**config.mk**
```make
export PLATFORM = sky130hd
export DESIGN_NAME = ram_arbiter
export DESIGN_NICKNAME = d
export VERILOG_FILES = /design/src/rtl/ram_arbiter_pkg.sv /design/src/rtl/ram_arbiter_rr_select.sv /design/src/rtl/ram_arbiter.sv
export SDC_FILE = /design/constraint.sdc
export NUM_CORES = 1
export LEC_CHECK = 0
export CAP_MARGIN = 20
export CORE_ASPECT_RATIO = 0.7
export CORE_MARGIN = 4
export CORE_UTILIZATION = 37
export DETAILED_ROUTE_END_ITERATION = 10
export GPL_TIMING_DRIVEN = 0
export PLACE_DENSITY_LB_ADDON = 0.05
export RECOVER_POWER = 25
export SYNTH_ARGS = -nofsm -noshare
export SYNTH_HDL_FRONTEND = slang
export SYNTH_SLANG_ARGS = --single-unit
```
**constraint.sdc**
```tcl
create_clock -name clk -period 2.65 [get_ports clk]
set_input_delay 0.53 -clock clk [delete_from_list [all_inputs] [get_ports clk]]
set_output_delay 0.53 -clock clk [all_outputs]
set_load 0.01 [all_outputs]
```
**src/rtl/ram_arbiter_pkg.sv**
```systemverilog
// ram_arbiter_pkg
//   Constants shared by every RAM-side block: the command opcodes driven on
//   ram_instr, the arbiter FSM state encodings and the requester index width.
//   No ports; import with "import ram_arbiter_pkg::*;".
package ram_arbiter_pkg;

  // RAM controller opcodes (ram_instr)
  localparam logic OP_READ  = 1'b0;
  localparam logic OP_WRITE = 1'b1;

  // Arbiter FSM encodings, kept as plain constants for legacy tools
  localparam logic [1:0] ST_IDLE      = 2'd0;
  localparam logic [1:0] ST_ISSUE     = 2'd1;
  localparam logic [1:0] ST_WAIT_BUSY = 2'd2;
  localparam logic [1:0] ST_WAIT_DONE = 2'd3;

  // Requester index width; enough for the largest supported N_REQ (4)
  localparam int IDX_W = 2;

endpackage

```
**src/rtl/ram_arbiter_rr_select.sv**
```systemverilog
// rr_select
//   Combinational round-robin winner selection. The search starts at
//   (lastGrant + 1) mod N_REQ and walks upward with wrap; the first asserted
//   request wins.
// Ports:
//   req       in   N_REQ  request vector
//   lastGrant in   IDX_W  index of the most recent winner
//   winner    out  N_REQ  one-hot winner, all zero when no request
module rr_select
  import ram_arbiter_pkg::*;
#(
  parameter int N_REQ = 3
) (
  input  logic [N_REQ-1:0] req,
  input  logic [IDX_W-1:0] lastGrant,
  output logic [N_REQ-1:0] winner
);

  typedef logic [IDX_W:0] cand_t;

  cand_t candIdx_s;
  logic  found_s;

  // Try candidates lastGrant+1 .. lastGrant+N_REQ (mod N_REQ), first hit wins
  always_comb begin
    winner    = '0;
    found_s   = 1'b0;
    candIdx_s = '0;
    for (int k = 1; k <= N_REQ; k++) begin
      candIdx_s = {1'b0, lastGrant} + cand_t'(k);
      // lastGrant < N_REQ and k <= N_REQ, so one subtraction is a full modulo
      if (candIdx_s >= cand_t'(N_REQ)) begin
        candIdx_s = candIdx_s - cand_t'(N_REQ);
      end else begin
        candIdx_s = candIdx_s;
      end
      for (int i = 0; i < N_REQ; i++) begin
        if (!found_s && req[i] && (candIdx_s == cand_t'(i))) begin
          winner[i] = 1'b1;
          found_s   = 1'b1;
        end else begin
          winner[i] = winner[i];
        end
      end
    end
  end

endmodule

```
**src/rtl/ram_arbiter.sv**
```systemverilog
// ram_arbiter
//   Shares one RAM controller between N_REQ requesters. A round-robin winner
//   is granted in IDLE, its command is strobed once with ram_latch, and the
//   grant is held until the controller reports completion; a controller whose
//   ram_ready never drops is treated as complete after BUSY_WAIT cycles.
// Ports:
//   clk, rst             clock and synchronous active-high reset
//   req/we/addr/wdata    per-requester request, opcode, word address, data
//   gnt                  one-hot grant, held for the whole transaction
//   done                 one-cycle completion pulse to the granted requester
//   rdata                read data, valid in the cycle done pulses
//   ram_instr/ram_latch  opcode and one-cycle strobe to the RAM controller
//   ram_addr/ram_wdata   registered address and write data to the controller
//   ram_rdata/ram_ready  read data and idle/complete from the controller
module ram_arbiter
  import ram_arbiter_pkg::*;
#(
  parameter int N_REQ     = 3,
  parameter int ADDR_W    = 23,
  parameter int DATA_W    = 16,
  parameter int BUSY_WAIT = 4
) (
  input  logic                      clk,
  input  logic                      rst,
  input  logic [N_REQ-1:0]          req,
  input  logic [N_REQ-1:0]          we,
  input  logic [N_REQ*ADDR_W-1:0]   addr,
  input  logic [N_REQ*DATA_W-1:0]   wdata,
  output logic [N_REQ-1:0]          gnt,
  output logic [N_REQ-1:0]          done,
  output logic [DATA_W-1:0]         rdata,
  output logic                      ram_instr,
  output logic                      ram_latch,
  output logic [ADDR_W-1:0]         ram_addr,
  output logic [DATA_W-1:0]         ram_wdata,
  input  logic [DATA_W-1:0]         ram_rdata,
  input  logic                      ram_ready
);

  localparam int CNT_W = (BUSY_WAIT > 1) ? $clog2(BUSY_WAIT) : 1;

  logic [1:0]        state_r;
  logic [IDX_W-1:0]  lastGrant_r;
  logic [CNT_W-1:0]  busyCnt_r;

  logic [N_REQ-1:0]  winner_s;
  logic              selWe_s;
  logic [ADDR_W-1:0] selAddr_s;
  logic [DATA_W-1:0] selWdata_s;
  logic [IDX_W-1:0]  selIdx_s;

  rr_select #(
    .N_REQ (N_REQ)
  ) u_rrSelect (
    .req       (req),
    .lastGrant (lastGrant_r),
    .winner    (winner_s)
  );

  // Route the winning requester's opcode, address, data and index
  always_comb begin
    selWe_s    = 1'b0;
    selAddr_s  = '0;
    selWdata_s = '0;
    selIdx_s   = '0;
    for (int i = 0; i < N_REQ; i++) begin
      if (winner_s[i]) begin
        selWe_s    = we[i];
        selAddr_s  = addr[i*ADDR_W +: ADDR_W];
        selWdata_s = wdata[i*DATA_W +: DATA_W];
        selIdx_s   = IDX_W'(i);
      end else begin
        selWe_s    = selWe_s;
      end
    end
  end

  // Arbiter FSM and all registered outputs
  always_ff @(posedge clk) begin
    if (rst) begin
      state_r     <= ST_IDLE;
      lastGrant_r <= IDX_W'(N_REQ - 1);
      busyCnt_r   <= '0;
      gnt         <= '0;
      done        <= '0;
      rdata       <= '0;
      ram_instr   <= OP_READ;
      ram_latch   <= 1'b0;
      ram_addr    <= '0;
      ram_wdata   <= '0;
    end else begin
      // Strobes default low so each is high for one cycle only
      ram_latch <= 1'b0;
      done      <= '0;
      case (state_r)
        ST_IDLE: begin
          // Requester inputs are sampled only here; a busy controller blocks grants
          if (ram_ready && (|req)) begin
            gnt         <= winner_s;
            lastGrant_r <= selIdx_s;
            ram_instr   <= selWe_s;
            ram_addr    <= selAddr_s;
            ram_wdata   <= selWdata_s;
            ram_latch   <= 1'b1;
            state_r     <= ST_ISSUE;
          end else begin
            state_r     <= ST_IDLE;
          end
        end
        ST_ISSUE: begin
          busyCnt_r <= '0;
          state_r   <= ST_WAIT_BUSY;
        end
        ST_WAIT_BUSY: begin
          // Either the controller acknowledges by going busy, or we give up
          // waiting and treat the operation as already finished
          if (!ram_ready) begin
            state_r   <= ST_WAIT_DONE;
          end else if (busyCnt_r == CNT_W'(BUSY_WAIT - 1)) begin
            state_r   <= ST_WAIT_DONE;
          end else begin
            busyCnt_r <= busyCnt_r + CNT_W'(1);
          end
        end
        ST_WAIT_DONE: begin
          if (ram_ready) begin
            if (ram_instr == OP_READ) begin
              rdata <= ram_rdata;
            end else begin
              rdata <= rdata;
            end
            done    <= gnt;
            gnt     <= '0;
            state_r <= ST_IDLE;
          end else begin
            state_r <= ST_WAIT_DONE;
          end
        end
        default: begin
          gnt     <= '0;
          state_r <= ST_IDLE;
        end
      endcase
    end
  end

endmodule

```
* Word-level counts from Yosys, hierarchy flattened
Index checks and enable logic that the tools add are counted.
** Storage, ports and cells
- Memory bits (read-only) :: 0
- Logic and storage cells :: 120
- Memories kept :: 0
- Output and inout bits :: 63
- Bits in latches :: 0
- Memory bits (writable) :: 0
- Flip-flop bits (word level) :: 69
- Bits of input ports :: 142
** Cells by class
- Magnitude comparators :: 3
- Equality and inequality tests :: 15
- Add/subtract/negate cells :: 7
- Multipliers :: 0
- Bitwise operators :: 4
- Reduce and logical (&&, ||, !) cells :: 39
- Div/mod/pow operators :: 0
- Multiplexer cells :: 42
- Shift operators :: 0
** Operators with widths (number)
- 2-to-1 mux 23 bit :: 3
- 2-to-1 mux 16 bit :: 3
- 2-to-1 mux 1 bit :: 22
- logical AND 1 bit :: 18
- 2-to-1 mux 3 bit :: 5
- 2-to-1 mux 2 bit :: 6
- equality test 3 x 1 -> 1 bit, second input constant :: 3
- equality test 3 x 2 -> 1 bit, second input constant :: 3
- greater-or-equal comparator 3 x 2 -> 1 bit, second input constant :: 3
- logical NOT 3 bit :: 3
- AND reduction 3 bit :: 3
- subtractor 3 x 2 -> 3 bit, second input constant :: 3
- logical NOT 1 bit :: 8
- != test 2 bit, second input constant :: 4
- case mux 2 bit (4 select lines) :: 1
- adder 2 x 2 -> 3 bit, second input constant :: 2
- equality test 2 bit, second input constant :: 3
- case mux 3 bit (2 select lines) :: 1
- OR reduction 3 bit :: 2
- NOT 1 bit :: 4
- case mux 2 bit (2 select lines) :: 1
- nonzero test 2 bit :: 2
- adder 2 x 1 -> 3 bit, second input constant :: 1
- != test 3 bit, second input constant :: 1
- other kinds (5) :: 5

* Depth between registers and ports, before layout
Gate-level depths: netlist (run 1).
- Depth in word-level cells :: 40
- Mapped depth :: 9
- Mapped depth without buffers :: 7

* Modules after synthesis
From an unflattened synthesis (run 1), not the netlist that was laid out.
** Second synthesis, totals
- Cells, all modules :: 382
- Area, all modules :: 3677.3 um2
** Modules (own cells, without submodules)
- ram_arbiter :: instances 1, seq. area each 1381.3 um2, cells each 364, area each 3557.2 um2
- rr_select :: instances 1, seq. area each 0.0 um2, cells each 18, area each 120.1 um2

* Worst setup path before layout (run 1)
OpenSTA, ideal clock, no wires.
- Path kind :: register to register
- Start :: register lastGrant_r[0]
- End :: register ram_addr[10]
- Data arrival time :: 1.799 ns
- Setup time :: 0.076 ns
- Path slack :: 0.775 ns
- Clock period less this slack :: 1.875 ns
- Path buffers :: 2
- Stages on the path, launching flop included :: 9
- Data required time :: 2.574 ns
- Path through :: dfxtp_1 > inv_1 > ha_1 > a21bo_1 > o2111a_1 > or3_1 > buf_2 > buf_6 > o22ai_1
** On the way
- Longest elaborated chain between the ends :: 39
- Elaborated cells between the ends (all ways) :: 65
- Those cells by class :: add/sub: 6; order compare: 3; eq/ne: 6; mux: 22; reduce/logical: 28
** Ends and longest elaborated chain
- start: declaration :: RTL line ram_arbiter.sv:43 : logic [IDX_W-1:0] lastGrant_r;
- start signal: assignment :: RTL line ram_arbiter.sv:82 : lastGrant_r <= IDX_W'(N_REQ - 1);
- start signal: assignment :: RTL line ram_arbiter.sv:100 : lastGrant_r <= selIdx_s;
- adder 2 x 1 -> 3 bit :: RTL line ram_arbiter_rr_select.sv:30 : candIdx_s = {1'b0, lastGrant} + cand_t'(k);
- subtractor 3 x 2 -> 3 bit / greater-or-equal comparator 3 x 2 -> 1 bit (equally long branches) :: RTL line ram_arbiter_rr_select.sv:33, ram_arbiter_rr_select.sv:32
- 2-to-1 mux 3 bit :: RTL line ram_arbiter_rr_select.sv:32 : if (candIdx_s >= cand_t'(N_REQ)) begin
- logical NOT 3 bit :: RTL line ram_arbiter_rr_select.sv:38 : if (!found_s && req[i] && (candIdx_s == cand_t'(i))) begin
- logical AND 1 bit :: RTL line ram_arbiter_rr_select.sv:38
- 2-to-1 mux 1 bit :: RTL line ram_arbiter_rr_select.sv:38
- logical NOT 1 bit :: RTL line ram_arbiter_rr_select.sv:38
- logical AND 1 bit (2 in series) :: RTL line ram_arbiter_rr_select.sv:38
- [... 20 more ...]
- 2-to-1 mux 1 bit :: RTL line ram_arbiter_rr_select.sv:38
- logical NOT 1 bit :: RTL line ram_arbiter_rr_select.sv:38
- logical AND 1 bit (2 in series) :: RTL line ram_arbiter_rr_select.sv:38
- 2-to-1 mux 1 bit :: RTL line ram_arbiter_rr_select.sv:38
- logical NOT 1 bit :: RTL line ram_arbiter_rr_select.sv:38
- logical AND 1 bit (2 in series) :: RTL line ram_arbiter_rr_select.sv:38
- 2-to-1 mux 1 bit :: RTL line ram_arbiter_rr_select.sv:38
- 2-to-1 mux 23 bit * :: RTL line ram_arbiter.sv:67 : if (winner_s[i]) begin
- end signal: assignment :: RTL line ram_arbiter.sv:102 : ram_addr <= selAddr_s;
- end: declaration :: RTL line ram_arbiter.sv:34 : output logic [ADDR_W-1:0] ram_addr,
Every way passes the cells marked *; elsewhere a longest branch is shown, timed or not.
A chain may end at the register's enable or synchronous reset.

* Final worst setup path (run 1)
- Start :: input ram_ready
- End :: register rdata[8]
** On the way
- Longest elaborated chain between the ends :: 1
** Ends and longest elaborated chain
- start: declaration :: RTL line ram_arbiter.sv:37 : input logic ram_ready
- AND reduction 3 bit (no line)
- end signal: assignment :: RTL line ram_arbiter.sv:128 : rdata <= ram_rdata;
- end signal: assignment :: RTL line ram_arbiter.sv:130 : rdata <= rdata;
- end: declaration :: RTL line ram_arbiter.sv:31 : output logic [DATA_W-1:0] rdata,
Every way passes these cells.

==> run summary, run 1 <==
Seq/Total Area, Yosys: 43.24%
FP Rows: 28
final-report setup violation count: 0
initial antenna violation count: 0
VDD IR-drop max: 0.2821 mV
Mapped Area: 3194 um2
xor and xnor fraction of the mapped netlist area: 0%
Final Cell Area: 5644 um2
max-cap viol count: 0
r2r worst-path depth: 9
clk root buf: clkbuf_16
post-DP HPWL: 9.672 mm
Starting Density: 37.83%
remaining routing DRC violations: 0
RSZ-0062 raised after global routing: false
Vias/cell: 5.404
CP Launch Type: input port
clock buffer depth: 2
Seq cells post-synth: 69
die height: 85.74 um
WP data arrival: 2630 ps
# H-tree levels: 3
fill count: 746
cells after synthesis: 379
grt ovf: 0
Period minus WS final: 2382 ps
fraction of layout cells with a size suffix above 1: 4.020%
CTS sink cnt: 69
CP required: 2890 ps
worst-skew pair later-pin latency: 320 ps
Inserted Clock Buffers: 9
Ports: 205
Post-CTS Setup Inserts: 0
DP Area: 5366 um2
cts repair resizes: 0
WL final: 12.52 mm
hold slack: 456.1 ps
hold_sp: rdata[0]
Setup crit end kind: register
max-slew violations: 0
status: complete, no violations
Antenna diodes: 0
IO Port Bufs: 202
post-synth net total: 525
vias: 3875
synthesized-area fraction occupied by adder cells: 1.567%
CTS clk-pin slew, worst paths: 60 ps
Final Skew: 6.842 ps
largest net degree at the start of global routing: 13
most frequent cells in the layout: 175 x clkdlybuf4s50_1, 69 x dfxtp_1, 65 x a21oi_1
Hold WC Path Type: reg2reg
GP Congestion: 0.8057
leak pwr: 2.177 nW
initial detailed-routing violation count: 214
die area: 10210 um2
critical path class: in2reg
Power Density: 538.5 nW/um2
nets: 738
Area Growth Syn to Fin: 76.69%
Rel. slew slack: 65.47%
Ys Warns: 0
fmax: 419.7 MHz
Simple-Gate Fraction of Synth Area: 16.73%
Total GRT Usage: 24.03%
Hold Crit Depth: 2
reg2reg start: lastGrant_r[1]
post-route ant nets: 0
worst-path fanout max: 10
most common cell after layout, fill and taps aside: clkdlybuf4s50_1
mux cell area share after synthesis: 0.3134%
Compound-Gate Fraction of Synth Area: 31.53%
crit path launch: ram_ready
post-synthesis cell type count: 29
largest family of logic cells by synthesized area: compound AO/OA/AOI/OAI gates
core area: 8443 um2
first-pass GRT wire length: 19.82 mm
vias in the first global route: 4023
Detailed Routing Iterations Pass 1: 4
Avg Synthesized Cell Area: 8.428 um2
Post-CTS Hold Buffers: 0
fin crit share: 89.90%
per-cell routed wire length: 17.46 um
Die X-Extent: 119.1 um
Final Hold Viols: 0
Slew @ Worst Pin: 518.0 ps
CTS tree: done
R2R setup slack: 380 ps
[worst max-delay path, cell delays in order]
cell,delay [ps]
clkdlybuf4s50_1,600
nand3_1,320
nor2_1,460
clkbuf_1,410
nand2_1,130
a21oi_1,170
[final timing paths]
path,to
min reg2reg,rdata[0]
min,rdata[0]
max,rdata[8]
max reg2reg,ram_addr[4]
[per-stage QoR]
step	total power, mW	setup TNS, ps	std cells	utilization [%]	setup WS [ps]
after global routing	3.185	0	717	66.85	74.37
after global placement	1.943	0	701	63.56	105.1
after floorplan	1.512	0	379	-	775.2
after CTS	3.068	0	717	66.85	302.0
final	3.039	0	717	66.85	267.5
after detailed placement	1.959	-6.701	701	63.56	-6.701
[logic make-up after synthesis]
group | after synthesis
simple gates | 104
fa+ha+maj | 4
compound gates | 154
buf+inv | 47
flops | 69
mux | 1
[area by class of cell]
class	count	area [um2]	area share [%]
clock inverters	5	35.03	0.6207
multi-input cells	263	1602	28.38
repair buffers	202	2022	35.82
flip-flops and latches	69	1381	24.47
plain buffers	43	196.4	3.480
inverters	4	15.01	0.2660
well taps	120	150.1	2.660
clock buffers	11	242.7	4.301
[sequential cells by signal (all words and copies together), names as in the netlist]
name / count
rdata: 16
gnt: 3
lastGrant_r: 2
ram_latch: 1
ram_wdata: 16
done: 3
ram_instr: 1
state_r: 2
ram_addr: 23
busyCnt_r: 2
[Yosys cell counts]
cell,instances,area [um2]
o311ai_1,1,8.760
buf_6,4,45.04
nand2_1,38,142.6
o21bai_1,1,7.510
a2bb2oi_1,1,8.760
a221oi_1,2,17.52
o311a_1,1,10.01
mux2i_1,1,10.01
dfxtp_1,69,1381
nor2_1,9,33.78
nand2b_1,4,25.02
a21bo_1,1,10.01
a32oi_1,40,350.3
and3_1,40,250.2
or2_2,1,6.260
inv_1,4,15.01
a21oi_1,65,325.3
nand3_1,5,25.02
o2111a_1,1,11.26
nand4b_1,1,8.760
buf_1,3,11.26
buf_2,4,20.02
o21a_1,1,7.510
o22ai_1,40,250.2
nor3b_1,4,30.03
ha_1,4,50.05
clkbuf_1,32,120.1
or3_1,1,6.260
or2_1,1,6.260
[per-layer routing]
| metal | wire length (um) | track usage, % |
|---|---|---|
| met2 | 5931 | 39.93 |
| met3 | 1074 | 8.899 |
| met4 | 190 | 6.204 |
| met1 | 5325 | 29.69 |
| met5 | 0 | 0 |
[report_power, final]
part           switching (mW)  internal (mW)  total [mW]
Clock                   0.443          0.660        1.10
Combinational           0.369          0.417       0.786
Sequential             0.0427           1.11        1.15
Power figures use the tool's default switching activity.
==> run 2: changes to the inputs <==
CORE_MARGIN = 10   (was 4)
GPL_ROUTABILITY_DRIVEN = 0   (was not set)
==> run 2 against run 1 <==
  * Flip-flop and latch count unchanged
  * Clock power is 15% higher
  * Critical path depth unchanged
  * Wire length grew 12%
  * Die area up 25%
  * Final cell count decreased by 0.14%
  * First-iteration DRC count up 9.8%
  * Non-clock buffer count did not move
  * Sequential power is essentially flat
  * Final area increased by 0.64%
  * Highest routed layer unchanged
  * Power up 5.8%
  * Critical path type unchanged
==> run summary, run 2 (synthesis results as in run 1) <==
status: complete, no violations
fin crit share: 87.29%
terminus of the critical flop-to-flop path: ram_addr[4]
core area: 8443 um2
fmax: 432.3 MHz
CTS sink cnt: 69
CTS tree: done
initial antenna violation count: 0
final-report setup violation count: 0
Starting Density: 37.83%
initial detailed-routing violation count: 235
Vias/cell: 5.447
post-route ant nets: 0
IO Port Bufs: 202
Hold Crit Depth: 2
Hold WC Path Type: reg2reg
Setup TNS: 0 ps
clock buffer depth: 2
per-cell routed wire length: 19.62 um
max-slew violations: 0
Worst Hold Endpoint: rdata[14]
leak pwr: 2.199 nW
remaining routing DRC violations: 0
Final Hold Viols: 0
Largest regs: ram_addr: 23 flops, ram_wdata: 16 flops, rdata: 16 flops
vias: 3900
Die X-Extent: 131.1 um
most common cell after layout, fill and taps aside: clkdlybuf4s50_1
pre-CTS WS: 5.061 ps
# H-tree levels: 3
r2r worst-path depth: 9
nets: 738
Post-CTS Hold Buffers: 0
DR WL met3: 1.590 mm
Power Density: 566.3 nW/um2
CP required: 2900 ps
max FFs per register: 23
reg2reg start: lastGrant_r[1]
hold slack: 449.2 ps
Power Total: 3.217 mW
met2 WL post-DR: 6.779 mm
vias in the first global route: 4071
post-DP HPWL: 11.00 mm
hold_sp: rdata[14]
Period minus WS final: 2313 ps
cts repair resizes: 0
VDD IR-drop max: 0.3426 mV
die area: 12810 um2
Area Growth Syn to Fin: 77.83%
RSZ-0062 raised after global routing: false
Most flops, register: ram_addr
Inserted Clock Buffers: 9
worst-path fanout max: 10
WL final: 14.05 mm
R2R setup slack: 420 ps
critical path class: in2reg
Rel. slew slack: 65.24%
WP data arrival: 2570 ps
Final WS setup: 336.8 ps
Slew @ Worst Pin: 521.4 ps
fill count: 746
DR top layer: met4
Detailed Routing Iterations Pass 1: 4
worst-skew pair later-pin latency: 330 ps
Ports: 205
fraction of layout cells with a size suffix above 1: 4.027%
grt ovf: 0
CP Launch Type: input port
Post-CTS Setup Inserts: 0
FP Rows: 28
die height: 97.74 um
Final Skew: 2.977 ps
M1 WL: 5.500 mm
clk root buf: clkbuf_16
Total GRT Usage: 20.80%
first-pass GRT wire length: 21.25 mm
Setup crit end kind: register
CTS clk-pin slew, worst paths: 50 ps
Antenna diodes: 0
largest net degree at the start of global routing: 12
most frequent cells in the layout: 175 x clkdlybuf4s50_1, 69 x dfxtp_1, 65 x a21oi_1
max-cap viol count: 0
==> run 2: changes by cell type in the layout (fill, tap and decap cells not counted), sizes merged <==
cell and change:
clkinvlp -1, clkbuf -1, bufinv +2, inv -1
==> run 2: power breakdown <==
part	internal, mW	leakage [nW]	total, mW	switching (mW)
combinational	0.416	1.48	0.794	0.377
sequential	1.11	0.561	1.15	0.0415
clock	0.839	0.158	1.27	0.435
==> run 2: worst max-delay path by stage <==
| stage | to | from | cells after the start |
|---|---|---|---|
| floorplan | ram_addr[10] | lastGrant_r[0] | 8 |
| global placement | rdata[10] | ram_ready | 6 |
| detailed placement | rdata[10] | ram_ready | 6 |
| CTS | rdata[10] | ram_ready | 6 |
| global route | rdata[10] | ram_ready | 6 |
| finish | rdata[10] | ram_ready | 6 |
==> run 2: per-layer routing <==
metal  vias to the layer above  global-route usage [%]
met5                         -                       0
li1                       1871                       -
met1                      1861                   23.79
met2                       156                   33.84
met3                        12                   10.10
met4                         0                   5.541
==> run 2: stage by stage <==
stage,instance area (um2),std cells,util [%]
floorplan,3194,379,-
global placement,5366,701,63.56
detailed placement,5366,701,63.56
CTS,5680,716,67.28
global route,5680,716,67.28
finish,5680,716,67.28
==> run 2: final cells by class <==
class | instances | area, um2 | area share (%)
Tap cell | 120 | 150.1 | 2.643
Sequential cell | 69 | 1381 | 24.32
Clock buffer | 10 | 239.0 | 4.207
Timing Repair Buffer | 202 | 2022 | 35.59
Clock inverter | 5 | 75.07 | 1.322
Inverter | 4 | 15.01 | 0.2643
Multi-Input combinational cell | 263 | 1602 | 28.19
Buffer | 43 | 196.4 | 3.458
==> run 2: worst max-delay path, stage by stage <==
cell and delay, ps:
clkdlybuf4s50_1 590, nand3_1 310, nor2_1 480, clkbuf_1 400
nand2_1 110, a21oi_1 140
==> run 3: changes to the inputs <==
CTS_BUF_LIST = sky130_fd_sc_hd__clkbuf_16   (was not set)
==> run 3 against run 2 <==
  * Final cell count stayed put
  * Global-route usage did not move
  * Critical path depth is the same
  * Clock power barely moved
  * Worst hold slack about the same
  * Clock skew is 0.73 ps higher
  * Register-to-register slack got worse by 20 ps
  * First-iteration DRC count increased by 4.3%
  * Die area is the same
  * Critical endpoint is now ram_wdata[15]
==> run summary, run 3 (synthesis results as in run 1) <==
final-report setup violation count: 0
sequential share of power: 36.1%
Final Hold Viols: 0
initial antenna violation count: 0
Post-CTS Setup Inserts: 0
fin cells: 716
CTS sink cnt: 69
r2r worst-path depth: 9
die area: 12810 um2
critical path class: in2reg
Hold WC Path Type: reg2reg
worst-skew pair later-pin latency: 330 ps
crit path launch: req[1]
Antenna diodes: 0
most frequent cells in the layout: 175 x clkdlybuf4s50_1, 69 x dfxtp_1, 65 x a21oi_1
Largest regs: ram_addr: 23 flops, ram_wdata: 16 flops, rdata: 16 flops
WL final: 14.10 mm
CP Cell Sequence: clkdlybuf4s50_1, o311ai_1, buf_2, buf_1, a21oi_1, o22ai_1
post-DP HPWL: 11.00 mm
switching part of the total: 26.78%
RSZ-0062 raised after global routing: false
nets: 738
Hold Crit Depth: 2
first-pass GRT wire length: 21.25 mm
hold slack: 449.2 ps
Inserted Clock Buffers: 9
fmax: 430.1 MHz
Final Skew: 3.703 ps
most common cell after layout, fill and taps aside: clkdlybuf4s50_1
Area Growth Syn to Fin: 77.52%
Total GRT Usage: 20.80%
cts repair resizes: 0
reg2reg start: lastGrant_r[0]
CTS tree: done
Period minus WS final: 2325 ps
combinational share of power: 25.0%
Detailed Routing Iterations Pass 1: 5
fraction of layout cells with a size suffix above 1: 3.859%
Placed Cells: 701
Power Density: 562.1 nW/um2
CP max stage delay: 500 ps
IO Port Bufs: 202
Buf+Inv Stages, Crit Path: 3
Most flops, register: ram_addr
status: complete, no violations
leak pwr: 2.193 nW
die height: 97.74 um
Ports: 205
CP top delay family: buffers and inverters
Clock Power Share: 39.0%
vias: 3978
Post-CTS Hold Buffers: 0
area of the multi-input gates: 1602 um2
worst-path fanout max: 10
max FFs per register: 23
Starting Density: 37.83%
VDD IR-drop max: 0.3427 mV
vias in the first global route: 4074
per-cell routed wire length: 19.70 um
Rel. slew slack: 63.32%
clk root buf: clkbuf_16
Internal Dissipation: 2.334 mW
P_sw: 853.4 uW
CP max-delay cell: clkdlybuf4s50_1
max-slew violations: 0
Setup TNS: 0 ps
remaining routing DRC violations: 0
terminus of the critical flop-to-flop path: ram_addr[4]
CTS clk-pin slew, worst paths: 50 ps
Slew @ Worst Pin: 550.2 ps
Die X-Extent: 131.1 um
storage element area: 1381 um2
FP Rows: 28
initial detailed-routing violation count: 245
Worst Hold Endpoint: rdata[14]
Vias/cell: 5.556
# H-tree levels: 3
R2R setup slack: 400 ps
largest net degree at the start of global routing: 12
CP Launch Type: input port
fin crit share: 87.74%
core area: 8443 um2
fill count: 747
clock buffer depth: 2
max-cap viol count: 0
grt ovf: 0
Setup crit end kind: register
Post-Route Utilization: 67.16%
CP required: 2890 ps
hold_sp: rdata[14]
post-route ant nets: 0
WP data arrival: 2570 ps
run 3: cell count changes in the layout (fill, tap and decap cells not counted), sizes merged:
cell and change:
clkinv +1, clkbuf -1
run 3: worst max path at each step:
| stage | slack (ps) | to | cells after the start |
|---|---|---|---|
| finish | 320 | ram_wdata[15] | 6 |
| global route | 120 | rdata[10] | 6 |
| CTS | 350 | rdata[10] | 6 |
| detailed placement | 5 | rdata[10] | 6 |
| global placement | 100 | rdata[10] | 6 |
| floorplan | 780 | ram_addr[10] | 8 |
run 3: power by group through the flow:
| stage | registers [mW] | clock network [mW] | logic [mW] |
|---|---|---|---|
| 4_1_cts | 1.15 | 1.26 | 0.800 |
| 5_1_grt | 1.16 | 1.31 | 0.859 |
| 3_5_place_dp | 1.17 | 0 | 0.795 |
| 2_1_floorplan | 1.19 | 0 | 0.317 |
| 6_report | 1.15 | 1.24 | 0.796 |
| 3_3_place_gp | 1.17 | 0 | 0.778 |
run 3: cell type report:
type / count / area share (%)
plain buffers: 43 / 3.464
multi-input cells: 263 / 28.24
repair buffers: 202 / 35.66
well taps: 120 / 2.648
clock inverters: 6 / 1.390
inverters: 4 / 0.2648
clock buffers: 9 / 3.972
flip-flops and latches: 69 / 24.36
run 3: through the flow:
stage | instance area, um2 | total power, mW | setup slack [ps]
3_5_place_dp | 5366 | 1.966 | 5.061
5_1_grt | 5670 | 3.325 | 124.0
2_1_floorplan | 3194 | 1.512 | 775.2
4_1_cts | 5670 | 3.211 | 350.3
6_report | 5670 | 3.187 | 324.9
3_3_place_gp | 5366 | 1.946 | 95.64
run 3: worst register-to-register path: stages, from the launching register on:
cell and delay, ps:
dfxtp_1 350, inv_1 70, ha_1 340, nand2b_1 90, a221oi_1 230, or2_1 130, buf_2 160, clkbuf_1 390
a32oi_1 220, o22ai_1 190
run 3: per-layer routing:
layer / vias up / GRT usage, % / share of wire, %
li1: 1873 / - / -
met4: 0 / 5.541 / 1.7
met5: - / 0 / 0
met3: 21 / 10.10 / 11
met2: 182 / 33.84 / 47
met1: 1902 / 23.79 / 40
